[src/rtl/pc_pkg.sv]
// pc_pkg: shared types and constants for the next-PC sequencer.
// Holds the FSM state enum, PC width/step and default vectors.
package pc_pkg;

   localparam int PC_W = 32;

   localparam logic [PC_W-1:0] PC_STEP       = 32'd4;
   localparam logic [PC_W-1:0] RESET_VEC_DEF = 32'h0000_0000;
   localparam logic [PC_W-1:0] TRAP_VEC_DEF  = 32'h0000_0100;

   typedef enum logic [1:0] {
      BOOT,
      FETCH,
      WAIT,
      HOLD
   } pc_state_e;

   function automatic logic is_misaligned(input logic [PC_W-1:0] a);
      return a[1:0] != 2'b00;
   endfunction

endpackage

[src/rtl/pc_redirect_latch.sv]
// pc_redirect_latch: remembers a trap/branch that arrives while a fetch
// is outstanding and merges it with the live request.
// Ports:
//   i_clk, i_rst_n         clock, async active-low reset
//   i_capture              latch live redirect (fetch outstanding)
//   i_clear                retire consumed the pending redirect
//   i_trap/i_br/i_target   live redirect request
//   o_trap/o_br/o_target   merged (live or pending) redirect
module pc_redirect_latch
   import pc_pkg::*;
(
   input  logic            i_clk,
   input  logic            i_rst_n,
   input  logic            i_capture,
   input  logic            i_clear,
   input  logic            i_trap,
   input  logic            i_br,
   input  logic [PC_W-1:0] i_target,
   output logic            o_trap,
   output logic            o_br,
   output logic [PC_W-1:0] o_target
);

   logic            r_trap;
   logic            r_br;
   logic [PC_W-1:0] r_target;

   // A trap never gets dropped by a later branch: the trap flag is
   // sticky and outranks the branch flag at selection time.
   always_ff @(posedge i_clk or negedge i_rst_n) begin
      if (!i_rst_n) begin
         r_trap   <= 1'b0;
         r_br     <= 1'b0;
         r_target <= '0;
      end else if (i_clear) begin
         r_trap <= 1'b0;
         r_br   <= 1'b0;
      end else if (i_capture) begin
         if (i_trap) r_trap <= 1'b1;
         if (i_br) begin
            r_br     <= 1'b1;
            r_target <= i_target;
         end
      end
   end

   // The newest branch target wins over an older pending one.
   assign o_trap   = r_trap | i_trap;
   assign o_br     = r_br | i_br;
   assign o_target = i_br ? i_target : r_target;

endmodule

[src/rtl/pc_seq.sv]
// pc_seq: next-PC sequencer; drives pc_reg load and the fetch request.
// Optional misaligned-target check: define PC_ALIGN_CHECK_EN.
// Ports:
//   i_clk, i_rst_n       clock, async active-low reset
//   i_pc_cur             current PC from pc_reg
//   o_pc_next, o_pc_en   next PC and load enable for pc_reg
//   o_imem_req/i_imem_ack  instruction fetch handshake
//   i_stall              downstream hold
//   i_br_taken/i_br_target, i_trap  redirect requests
//   o_misalign           pulse on a rejected misaligned target
module pc_seq
   import pc_pkg::*;
#(
   parameter logic [PC_W-1:0] RESET_VEC = RESET_VEC_DEF,
   parameter logic [PC_W-1:0] TRAP_VEC  = TRAP_VEC_DEF
)(
   input  logic            i_clk,
   input  logic            i_rst_n,
   input  logic [PC_W-1:0] i_pc_cur,
   output logic [PC_W-1:0] o_pc_next,
   output logic            o_pc_en,
   output logic            o_imem_req,
   input  logic            i_imem_ack,
   input  logic            i_stall,
   input  logic            i_br_taken,
   input  logic [PC_W-1:0] i_br_target,
   input  logic            i_trap,
   output logic            o_misalign
);

   pc_state_e       r_state;
   pc_state_e       w_state_nxt;
   logic            w_en;
   logic            w_mis;
   logic            w_retire;
   logic            w_redirect;
   logic            w_capture;
   logic            w_clear;
   logic            w_trap;
   logic            w_br;
   logic [PC_W-1:0] w_target;

   pc_redirect_latch u_latch (
      .i_clk     (i_clk),
      .i_rst_n   (i_rst_n),
      .i_capture (w_capture),
      .i_clear   (w_clear),
      .i_trap    (i_trap),
      .i_br      (i_br_taken),
      .i_target  (i_br_target),
      .o_trap    (w_trap),
      .o_br      (w_br),
      .o_target  (w_target)
   );

   always_ff @(posedge i_clk or negedge i_rst_n) begin
      if (!i_rst_n) r_state <= BOOT;
      else          r_state <= w_state_nxt;
   end

   always_comb begin
      w_state_nxt = r_state;
      o_pc_next   = i_pc_cur + PC_STEP;
      o_imem_req  = 1'b0;
      w_en        = 1'b0;
      w_mis       = 1'b0;
      w_retire    = 1'b0;
      w_redirect  = 1'b0;
      w_capture   = 1'b0;
      w_clear     = 1'b0;
      unique case (r_state)
         BOOT: begin
            o_pc_next   = RESET_VEC;
            w_en        = 1'b1;
            w_state_nxt = FETCH;
         end
         FETCH: begin
            if (i_stall) begin
               // no fetch in flight, so a redirect can load directly
               w_redirect  = 1'b1;
               w_state_nxt = HOLD;
            end else begin
               o_imem_req = 1'b1;
               if (i_imem_ack) begin
                  w_retire = 1'b1;
               end else begin
                  w_capture   = 1'b1;
                  w_state_nxt = WAIT;
               end
            end
         end
         WAIT: begin
            o_imem_req = 1'b1;
            if (i_imem_ack) begin
               w_retire    = 1'b1;
               w_state_nxt = i_stall ? HOLD : FETCH;
            end else begin
               w_capture = 1'b1;
            end
         end
         HOLD: begin
            w_redirect = 1'b1;
            if (!i_stall) w_state_nxt = FETCH;
         end
         default: w_state_nxt = BOOT;
      endcase

      if (w_retire || (w_redirect && (w_trap || w_br))) begin
         w_en    = 1'b1;
         w_clear = w_retire;
         if (w_trap) begin
            o_pc_next = TRAP_VEC;
         end else if (w_br) begin
`ifdef PC_ALIGN_CHECK_EN
            if (is_misaligned(w_target)) begin
               o_pc_next = TRAP_VEC;
               w_mis     = 1'b1;
            end else begin
               o_pc_next = w_target;
            end
`else
            o_pc_next = w_target;
`endif
         end
      end
   end

   // BOOT is the reset state; keep pc_reg untouched while reset is held.
   assign o_pc_en    = w_en & i_rst_n;
   assign o_misalign = w_mis & i_rst_n;

endmodule
[config.mk]
export PLATFORM = sky130hd
export DESIGN_NAME = pc_seq
export DESIGN_NICKNAME = d
export VERILOG_FILES = /design/src/rtl/pc_pkg.sv /design/src/rtl/pc_redirect_latch.sv /design/src/rtl/pc_seq.sv
export SDC_FILE = /design/constraint.sdc
export NUM_CORES = 1
export LEC_CHECK = 0
export CAP_MARGIN = 20
export CORE_MARGIN = 2
export CORE_UTILIZATION = 40
export CTS_CLUSTER_SIZE = 14
export DETAILED_ROUTE_END_ITERATION = 7
export GPL_TIMING_DRIVEN = 0
export HOLD_SLACK_MARGIN = 0.15
export PLACE_DENSITY_LB_ADDON = 0.12
export SYNTH_ARGS = -nofsm -noshare
export SYNTH_HDL_FRONTEND = slang
export SYNTH_SLANG_ARGS = --single-unit
[constraint.sdc]
create_clock -name i_clk -period 2.8 [get_ports i_clk]
set_clock_uncertainty 0.1 [all_clocks]
set_input_delay 0.56 -clock i_clk [delete_from_list [all_inputs] [get_ports i_clk]]
set_output_delay 0.56 -clock i_clk [all_outputs]
set_load 0.03 [all_outputs]
=== Word-level counts from Yosys, hierarchy flattened ===
Cells that the tools add are included.

* Add/subtract/negate cells: 1
* Eq/ne operators: 6
* Muxes and demuxes: 30
* Bitwise gates (word level): 4
* Reduce and logical (&&, ||, !) cells: 11

{| class="wikitable"
|+ Operator list
! operator !! count
|-
| $mux 32 || 5
|-
| $add 32x3->32 const B || 1
|-
| $mux 1 || 15
|-
| $mux 2 || 5
|-
| $pmux 1 s2 || 4
|-
| $pmux 2 s4 || 1
|-
| $reduce_and 2->1 || 3
|-
| $reduce_bool 2->1 || 3
|-
| $eq 2x2->1 const B || 2
|-
| $ne 2x2->1 const B || 2
|-
| $ne 3x3->1 const B || 1
|-
| $reduce_and 3->1 || 1
|-
| $eq 2x1->1 const B || 1
|-
| $logic_not 2->1 || 1
|-
| $logic_or 1x1->1 || 2
|-
| $or 1x1->1 || 2
|-
| $and 1x1->1 || 1
|-
| $logic_and 1x1->1 || 1
|-
| $not 1->1 || 1
|}

* Flip-flop bits (word level): 36
* Input bits: 70
* Output and inout port bits: 35

=== Longest topological paths before layout ===
Gate-level depths: netlist (run 1).

* Depth after elaboration: 7
* Depth in mapped cells: 8
* Depth with buffers taken out: 7

=== By module ===
From an unflattened synthesis (run 1), not the netlist that was laid out.

* Cell total of the unflattened synthesis: 316
* Area total of the unflattened synthesis: 3106.7 µm²

{| class="wikitable"
|+ By module, submodules not included
! module !! instances !! cells an instance !! area each (µm²) !! seq. area each (µm²)
|-
| pc_redirect_latch || 1 || 112 || 1790.5 || 850.8
|-
| pc_seq || 1 || 204 || 1316.3 || 50.0
|}

=== Least setup slack after synthesis (run 1) ===
Ideal clock, no wire load.

* Path type: register to output
* Start: reg r_state[1]
* End: out o_pc_en
* Arrival: 2.387 ns
* Required time: 2.140 ns
* Slack: -0.247 ns
* Stages on the path, launching flop included: 8
* Buffers on the path: 1
* Cell sequence: dfrtp_1 inv_1 ha_1 nand2b_1 a21boi_2 a2bb2oi_1 clkbuf_1 a21boi_0

* Cells in the longest elaborated chain, start to end: 6
* Elaborated cells on any way between the ends: 11
* Classes of those cells: 3 x eq/ne; 4 x mux; 1 x bitwise; 3 x reduce/logical

{| class="wikitable"
|+ RTL lines
! what !! line !! RTL
|-
| start, declared || pc_seq.sv:31 || <nowiki>pc_state_e r_state;</nowiki>
|-
| start signal, assigned || pc_seq.sv:58 || <nowiki>else r_state <= w_state_nxt;</nowiki>
|-
| $eq 2x2->1 or $eq 2x1->1 (tied branches) || pc_seq.sv:71 || <nowiki>unique case (r_state)</nowiki>
|-
| $pmux 1 s2 || pc_seq.sv:71 ||
|-
| $logic_and 1x1->1 || pc_seq.sv:108 || <nowiki>if (w_retire || (w_redirect && (w_trap || w_br))) begin</nowiki>
|-
| $logic_or 1x1->1 || pc_seq.sv:108 ||
|-
| $mux 1 (*) || pc_seq.sv:108 ||
|-
| $and 1x1->1 (*) || pc_seq.sv:129 || <nowiki>assign o_pc_en = w_en & i_rst_n;</nowiki>
|-
| end, declared || pc_seq.sv:21 || <nowiki>output logic o_pc_en,</nowiki>
|}

Mark *: on every way between the ends. The rest lies on a longest branch, timed or not.

=== Worst setup path after layout (run 1) ===
* Start: reg r_state[0]
* End: out o_pc_next[17]

* Cells in the longest elaborated chain, start to end: 5
* Elaborated cells on any way between the ends: 12
* Classes of those cells: 3 x eq/ne; 6 x mux; 3 x reduce/logical

{| class="wikitable"
|+ RTL lines
! what !! line !! RTL
|-
| $eq 2x2->1 (tied with other cells) || pc_seq.sv:71 ||
|-
| $pmux 1 s2 or $mux 32 (tied branches) || pc_seq.sv:71 ||
|-
| $logic_and 1x1->1 or $mux 32 (tied branches) || pc_seq.sv:108, pc_seq.sv:113 ||
|-
| $logic_or 1x1->1 or $mux 32 (tied branches) || pc_seq.sv:108, pc_seq.sv:111 ||
|-
| $mux 32 (*) || pc_seq.sv:108 ||
|-
| end, declared || pc_seq.sv:20 || <nowiki>output logic [PC_W-1:0] o_pc_next,</nowiki>
|}

Marked as above.

==> flow_metrics.tcl, run 1 <==
set metrics [dict create \
    worst_ir_drop_vdd_uv 555 \
    cts-root-buf "clkbuf_8" \
    leakagePower_nw 2.22 \
    cts_tree "done" \
    wire_per_inst_um 19.9 \
    drtIter0Drc 336 \
    cp_common_cell "buf_6" \
    syn_inst 384 \
    worstPathMaxFanout 6 \
    critPathKind "reg -> out" \
    fin_util_pct 71.2 \
    place_congestion 0.899 \
    clock_latency_ns 0.29 \
    dp_hpwl_um 7890 \
    slowest_stage "dfrtp_1" \
    floorplan.initialDensity_pct 41.7 \
    layout.cells.most_common_list "buf_4, nor2_1, clkdlybuf4s50_1" \
    portBuffers 102 \
    pwr_density_cell_nw_per_um2 1060 \
    cts_made_buffers 5 \
    slowest_delay_ns 0.41 \
    synth_edf_count 0 \
    path_buf_inv 3 \
    arrival_ns 2.27 \
    p_int_w 0.00294 \
    fmax_mhz 342 \
    path_clk_slew_ns 0.08 \
    register_area_um2 901 \
    holdCritPathClass "in -> async" \
    multi_input_area_um2 2580 \
    period_needed_ns 2.93 \
    synth_area_um2 3080 \
    place_area_um2 4240 \
    syn_nets 459 \
    grt_max_degree 38 \
    yosys_warnings 0 \
    crit_chain "buf_6 -> ha_4 -> a22oi_2 -> o21ba_4 -> a21oi_4 -> buf_12 -> o32a_1 -> buf_6" \
    critPathCaptureType "output pin" \
    hold_viol_final 0 \
    grt_pass1_vias 3691 \
    ys.flop_type "dfrtp_1" \
    grt-ovfl-total 0 \
    yosysUniqueCellTypes 50 \
    avgSynthCellArea_um2 8.01 \
    seq_area_frac_synth_pct 29.3 \
    status "complete, but fails checks" \
    final_common_cell "buf_4" \
    grtUsageTotal_pct 27.5 \
    drive_gt1_share_pct 41.1 \
    start_kind "flop" \
    rows 31 \
    pwr-share-clk_pct 7.5 \
    yosysTopAreaCell "dfrtp_1" \
    worstMarginPinSlew_ns 0.869 \
    avgViaCountPerCell 5.98 \
    drv_slew 0 \
    num_antenna_cells 0 \
    hold_buffers 0 \
    clkSinkCount 36 \
    io_pins 105 \
    die_h_um 91.7 \
    cts.path.max_buffers 2 \
    vias 3780 \
    rsz0062_at_grt "true" \
    seq_power_share_pct 17.0 \
    die-area_um2 8410 \
    p_sw_w 0.00263 \
    synthTopCellsByArea "dfrtp_1, mux2_2, o21ai_0" \
    core-area_um2 7370 \
    async_flop_share_pct 100 \
    cp.required_ns 2.14 \
    final.fill_count 558 \
    drc_errors 0 \
    grt_pass1_wl_um 18300 \
    power.total_w 0.00558 \
    p_sw_share_pct 47.2 \
    ys_ff_latch 36 \
    combPwrFrac_pct 75.5 \
    path_delay_family "compound AO/OA/AOI/OAI gates" \
    final_area_um2 5250 \
    htree_levels 2 \
    violations "setup timing" \
    antenna_left 0 \
    antenna_found_initial 0 \
    maxCapViolCount 0 \
    area_delta_synth_final_pct 70.6 \
    period_share_pct 104 \
    setup_viol 30 \
    wirelength_um 12600 \
    drt_pre_antenna_iters 5 \
    relSlewSlack_pct 42.1 \
    nets 608 \
    setup_slack_ns -0.126 \
    yosysTopAreaCellShare_pct 29.3 \
    die_w_um 91.7 \
]
## stage by stage
step | setup slack (ns) | hold WS (ns) | TNS (ns) | cells
global placement | -1.30 | 0.381 | -38.28 | 585
detailed placement | -1.36 | 0.389 | -38.72 | 585
finish | -0.126 | 0.271 | -2.00 | 632
CTS | -0.0717 | 0.306 | -0.362 | 621
global route | -0.151 | 0.336 | -2.83 | 632
floorplan | -0.0711 | 0.164 | -0.545 | 384
## kinds of logic after synthesis
group / count (synthesis) / share of synthesized area [%]
adder cells (fa/ha/maj): 5 / 2.03
other: 1 / 0.122
buffers and inverters: 36 / 4.51
AO/OA/AOI/OAI: 113 / 22.7
flip-flops: 36 / 29.3
AND/OR/NAND/NOR: 131 / 20.7
multiplexers: 42 / 15.0
XOR/XNOR: 20 / 5.69
## power groups by stage
stage / Sequential, W / Combinational (W) / Clock [W]
after CTS: 0.000920 / 0.00362 / 0.000418
after floorplan: 0.000891 / 0.00198 / 0
final: 0.000947 / 0.00421 / 0.000419
after global routing: 0.000967 / 0.00440 / 0.000434
after detailed placement: 0.000930 / 0.00306 / 0
after global placement: 0.000911 / 0.00302 / 0
## repair_timing
| item | 4_1_cts | 5_1_grt |
|---|---|---|
| pin swaps | 27 | 19 |
| setup buffers | 29 | 12 |
| cloned | 2 | 0 |
| endpoints found under the setup margin | 34 | 34 |
| gates resized for setup | 390 | 81 |
## worst paths after layout
check                                          start                    to  slack, ns  depth (start not counted)
min in group i_clk              u_latch.r_target[19]  u_latch.r_target[19]       0.41                          1
max in group asynchronous                    i_rst_n            r_state[1]       1.77                          1
worst max register to register            r_state[0]   u_latch.r_target[4]       0.25                          8
worst min register to register  u_latch.r_target[19]  u_latch.r_target[19]       0.41                          1
worst max-delay path                      r_state[0]         o_pc_next[17]      -0.13                          8
worst min-delay path                         i_rst_n  u_latch.r_target[21]       0.27                          1
## worst register-to-register path, stage by stage, from the launching register on
cell	delay (ns)
dfrtp_1	0.41
inv_2	0.11
ha_4	0.22
buf_4	0.14
a21boi_4	0.16
buf_4	0.15
nand3b_1	0.18
clkbuf_1	0.54
mux2_2	0.42
## state kept, by name, indices dropped and copies added (netlist names)
register          flops
r_state               2
u_latch.r_br          1
u_latch.r_target     32
u_latch.r_trap        1
## metal layers
layer / vias up / share of wire, % / GRT usage (%)
met5: - / 0 / 0
met4: 0 / 2.8 / 10.6
met3: 30 / 8.1 / 5.26
met2: 222 / 49 / 46.8
met1: 1827 / 40 / 34.4
li1: 1701 / - / -
## Yosys cell counts (all sizes together) (10+ instances only)
master and n:
o22ai 12, a21oi 32, mux2 32, o21ai 36, inv 13, clkbuf 20
dfrtp 36, nor2 45, mux2i 10, xnor2 11, nand3 14, nand2 35
## area by class of cell
class | instances | area share (%)
Multi-Input combinational cell | 313 | 49.1
Inverter | 13 | 0.929
Tap cell | 99 | 2.36
Sequential cell | 36 | 17.2
Timing Repair Buffer | 143 | 26.0
Buffer | 21 | 2.62
Clock buffer | 7 | 1.84
Power figures use the tool's default switching activity.
==> run 2, diff against run 1 <==
--- a/config.mk
+++ b/config.mk
@@ -12,7 +12,7 @@
 export DETAILED_ROUTE_END_ITERATION = 7
 export GPL_TIMING_DRIVEN = 0
 export HOLD_SLACK_MARGIN = 0.15
-export PLACE_DENSITY_LB_ADDON = 0.12
+export PLACE_DENSITY = 0.8
 export SYNTH_ARGS = -nofsm -noshare
 export SYNTH_HDL_FRONTEND = slang
 export SYNTH_SLANG_ARGS = --single-unit
==> flow_metrics.tcl, run 2 (synthesized netlist as in run 1, its figures left out) <==
set metrics [dict create \
    grt_max_degree 38 \
    fmax_mhz 333 \
    hold_viol_final 0 \
    largest_reg_flops 32 \
    die_w_um 91.7 \
    arrival_ns 2.34 \
    critPathKind "reg -> out" \
    avgViaCountPerCell 6.06 \
    rows 31 \
    setup_viol 31 \
    reg_top3 "u_latch.r_target (32), r_state (2)" \
    htree_levels 2 \
    power.total_w 0.00565 \
    vias 3833 \
    top_layer "met4" \
    clkSinkCount 36 \
    die-area_um2 8410 \
    portBuffers 102 \
    final_common_cell "buf_4" \
    num_antenna_cells 0 \
    status "complete, but fails checks" \
    leakagePower_nw 2.18 \
    wl_met3_um 1210 \
    place_congestion 0.895 \
    maxCapViolCount 0 \
    grt-ovfl-total 0 \
    layout.cells.most_common_list "buf_4, nor2_1, clkdlybuf4s50_1, dfrtp_1, o21ai_0" \
    fin_util_pct 70.2 \
    worstMarginPinSlew_ns 0.859 \
    cts.path.max_buffers 2 \
    violations "setup timing" \
    rsz0062_at_grt "true" \
    core-area_um2 7370 \
    area_delta_synth_final_pct 68.1 \
    crit_chain "buf_4 -> ha_4 -> nor2_2 -> o21ba_4 -> clkbuf_16 -> o21ai_4 -> buf_6 -> o22ai_2 -> buf_6" \
    slowest_delay_ns 0.42 \
    holdCritPathClass "in -> async" \
    cp.required_ns 2.14 \
    drive_gt1_share_pct 41.2 \
    clock_latency_ns 0.30 \
    path_clk_slew_ns 0.08 \
    grtUsageTotal_pct 27.9 \
    worst_ir_drop_vdd_uv 754 \
    dr_wl_met2_um 6070 \
    drv_slew 0 \
    critPathCaptureType "output pin" \
    met1_length_um 4890 \
    drt_pre_antenna_iters 6 \
    drc_errors 0 \
    grt_pass1_vias 3762 \
    cp_common_cell "buf_6" \
    slowest_stage "dfrtp_1" \
    period_share_pct 107 \
    cts_tree "done" \
    relSlewSlack_pct 42.7 \
    regMostFlops "u_latch.r_target" \
    drtIter0Drc 355 \
    period_needed_ns 3.00 \
    setup_slack_ns -0.204 \
    dp_hpwl_um 7900 \
    cts_made_buffers 5 \
    grt_pass1_wl_um 18800 \
    die_h_um 91.7 \
    wirelength_um 12500 \
    floorplan.initialDensity_pct 41.7 \
    pwr_density_cell_nw_per_um2 1090 \
    io_pins 105 \
    worstPathMaxFanout 5 \
    start_kind "flop" \
    nets 608 \
    cts-root-buf "clkbuf_8" \
    antenna_left 0 \
    wire_per_inst_um 19.8 \
    antenna_found_initial 0 \
]
==> run 2: cell type report <==
type | instances | area [um^2]
plain buffers | 21 | 139
clock buffers | 5 | 68.8
clock inverters | 3 | 42.5
fillers | 533 | 2200
inverters | 13 | 48.8
multi-input cells | 313 | 2550
flip-flops and latches | 36 | 901
well taps | 99 | 124
repair buffers | 143 | 1300
==> run 2: metrics by stage <==
step | hold WS [ns] | std cells | instance area, um^2 | setup TNS (ns) | worst slack, ns
6_report | 0.264 | 633 | 5170 | -3.29 | -0.204
5_1_grt | 0.317 | 633 | 5170 | -5.07 | -0.254
4_1_cts | 0.290 | 622 | 4930 | -0.753 | -0.128
3_5_place_dp | 0.394 | 585 | 4240 | -36.67 | -1.36
3_3_place_gp | 0.379 | 585 | 4240 | -37.20 | -1.35
2_1_floorplan | 0.164 | 384 | 3100 | -0.545 | -0.0711
==> run 2: worst max-delay path: cells and delay by family, from the launching register on <==
family	cells	cell delay, ns
simple gates	1	0.28
compound gates	3	0.51
buf+inv	4	0.65
flops	1	0.42
fa+ha+maj	1	0.18
==> run 2: where the power goes <==
part / internal (W) / switching (W) / leakage (nW)
Sequential: 0.000778 / 0.000172 / 0.437
Combinational: 0.00194 / 0.00228 / 1.69
Clock: 0.000264 / 0.000215 / 0.0541
Total: 0.00298 / 0.00267 / 2.18
==> run 2: worst paths after layout <==
check,from,endpoint,slack (ns),cells after the start
worst max-delay path,r_state[0],o_pc_next[19],-0.20,9
worst min-delay path,i_rst_n,u_latch.r_target[8],0.26,1
worst min register to register,u_latch.r_target[19],u_latch.r_target[19],0.41,1
worst max register to register,r_state[0],u_latch.r_target[31],0.20,8
max in group asynchronous,i_rst_n,u_latch.r_target[28],1.80,1
min in group i_clk,u_latch.r_target[19],u_latch.r_target[19],0.41,1
==> run 2: repair_timing <==
item | 4_1_cts | 5_1_grt
hold buffers | 0 | 0
gates cloned | 2 | 0
endpoints found under the setup margin | 34 | 33
pin swaps | 26 | 11
hold endpoints to repair | 0 | 0
gates resized for setup | 394 | 54
buffers inserted | 29 | 11
==> run 2: layer usage <==
metal | vias to the layer above | GRT usage (%)
met1 | 1830 | 36.1
met5 | - | 0
met3 | 40 | 4.93
met4 | 0 | 10.7
li1 | 1702 | -
met2 | 261 | 46.4
==> run 3, diff against run 2 <==
--- a/config.mk
+++ b/config.mk
@@ -13,6 +13,7 @@
 export GPL_TIMING_DRIVEN = 0
 export HOLD_SLACK_MARGIN = 0.15
 export PLACE_DENSITY = 0.8
+export SKIP_LAST_GASP = 1
 export SYNTH_ARGS = -nofsm -noshare
 export SYNTH_HDL_FRONTEND = slang
 export SYNTH_SLANG_ARGS = --single-unit
==> flow_metrics.tcl, run 3 (synthesized netlist as in run 1, its figures left out) <==
set metrics [dict create \
    regMostFlops "u_latch.r_target" \
    drive_gt1_share_pct 39.8 \
    crit_path_end "o_pc_next[0]" \
    place_area_um2 4240 \
    grt_pass1_wl_um 18800 \
    grt-ovfl-total 0 \
    largest_reg_flops 32 \
    power.total_w 0.00561 \
    worstPathMaxFanout 8 \
    antenna_found_initial 0 \
    io_pins 105 \
    area_delta_synth_final_pct 66.4 \
    worstMarginPinSlew_ns 0.872 \
    hold_buffers 0 \
    critPathCaptureType "output pin" \
    final_area_um2 5120 \
    dp_hpwl_um 7900 \
    hold_viol_final 0 \
    layout.cells.most_common_list "buf_4, nor2_1, clkdlybuf4s50_1, dfrtp_1, o21ai_0" \
    status "complete, but fails checks" \
    violations "setup timing" \
    period_share_pct 105 \
    cts-root-buf "clkbuf_8" \
    reg_top3 "u_latch.r_target (32), r_state (2)" \
    num_antenna_cells 0 \
    drv_slew 0 \
    start_kind "flop" \
    cts_tree "done" \
    r2r-start "r_state[0]" \
    drtIter0Drc 388 \
    cts_made_buffers 5 \
    fmax_mhz 339 \
    htree_levels 2 \
    leakagePower_nw 2.17 \
    critPathKind "reg -> out" \
    r2r_slack_ns 0.20 \
    fin_cells 632 \
    wire_per_inst_um 19.7 \
    grt_max_degree 38 \
    die_h_um 91.7 \
    place_inst 585 \
    fin_util_pct 69.5 \
    nets 607 \
    wirelength_um 12500 \
    die-area_um2 8410 \
    rows 31 \
    final_common_cell "buf_4" \
    cp-startpoint "r_state[0]" \
    maxCapViolCount 0 \
    die_w_um 91.7 \
    place_congestion 0.895 \
    setup_slack_ns -0.149 \
    drt_pre_antenna_iters 5 \
    period_needed_ns 2.95 \
    core-area_um2 7370 \
    floorplan.initialDensity_pct 41.7 \
    clock_latency_ns 0.29 \
    worst_ir_drop_vdd_uv 758 \
    grtUsageTotal_pct 27.9 \
    r2r-end "u_latch.r_target[31]" \
    relSlewSlack_pct 41.9 \
    vias 3833 \
    pwr_density_cell_nw_per_um2 1100 \
    avgViaCountPerCell 6.06 \
    drc_errors 0 \
    holdCritPathClass "in -> async" \
    grt_pass1_vias 3749 \
    setup_viol 29 \
    path_clk_slew_ns 0.08 \
    cts.path.max_buffers 2 \
    arrival_ns 2.29 \
    clkSinkCount 36 \
    dp_slack_ns -1.36 \
    rsz0062_at_grt "true" \
    reg2reg_depth 8 \
    portBuffers 102 \
    cp.required_ns 2.14 \
    final.fill_count 555 \
    antenna_left 0 \
]
## run 3: what timing repair did
action / 4_1_cts / 5_1_grt
endpoints found under the setup margin: 34 / 33
setup buffers: 29 / 10
gates resized for setup: 385 / 49
cloned: 2 / 0
pin swaps: 26 / 10
hold endpoints to repair: 0 / 0
## run 3: metal layers
layer,up-vias,GRT usage (%),share of wire (%)
met5,-,0,0
met4,0,10.7,2.8
met3,49,4.93,8.6
met2,274,46.3,48
met1,1812,36.0,41
li1,1698,-,-
## run 3: how the worst min path moves through the flow
stage	end	slack, ns	cells past startpoint
floorplan	r_state[0]	0.16	0
global placement	u_latch.r_target[21]	0.38	1
detailed placement	u_latch.r_target[10]	0.39	1
CTS	u_latch.r_target[9]	0.29	1
global route	u_latch.r_target[2]	0.32	1
finish	u_latch.r_target[2]	0.27	1
## run 3: layout make-up
type                            count  area [um^2]  area share, %
Tap cell                           99          124           2.42
Clock inverter                      3         42.5          0.831
Buffer                             21          139           2.71
Sequential cell                    36          901           17.6
Clock buffer                        5         68.8           1.34
Multi-Input combinational cell    313         2530           49.4
Inverter                           13         48.8          0.953
Timing Repair Buffer              142         1270           24.8
## run 3: power by group
part	total [W]	switching [W]	internal [W]
Sequential	0.000948	0.000170	0.000778
Clock	0.000479	0.000215	0.000264
Combinational	0.00418	0.00226	0.00192
## run 3: through the flow
step	TNS [ns]	hold WS (ns)
floorplan	-0.545	0.164
global placement	-37.20	0.379
detailed placement	-36.67	0.394
CTS	-0.817	0.290
global route	-4.71	0.319
finish	-2.67	0.271
## run 3: critical path, stage by stage, from the launching register on
cell and delay, ns:
dfrtp_1 0.42, inv_2 0.10, ha_4 0.28, a22oi_2 0.07
o21ba_4 0.25, a21oi_4 0.32, buf_6 0.18, nand2_8 0.07
o22ai_4 0.14, buf_6 0.15
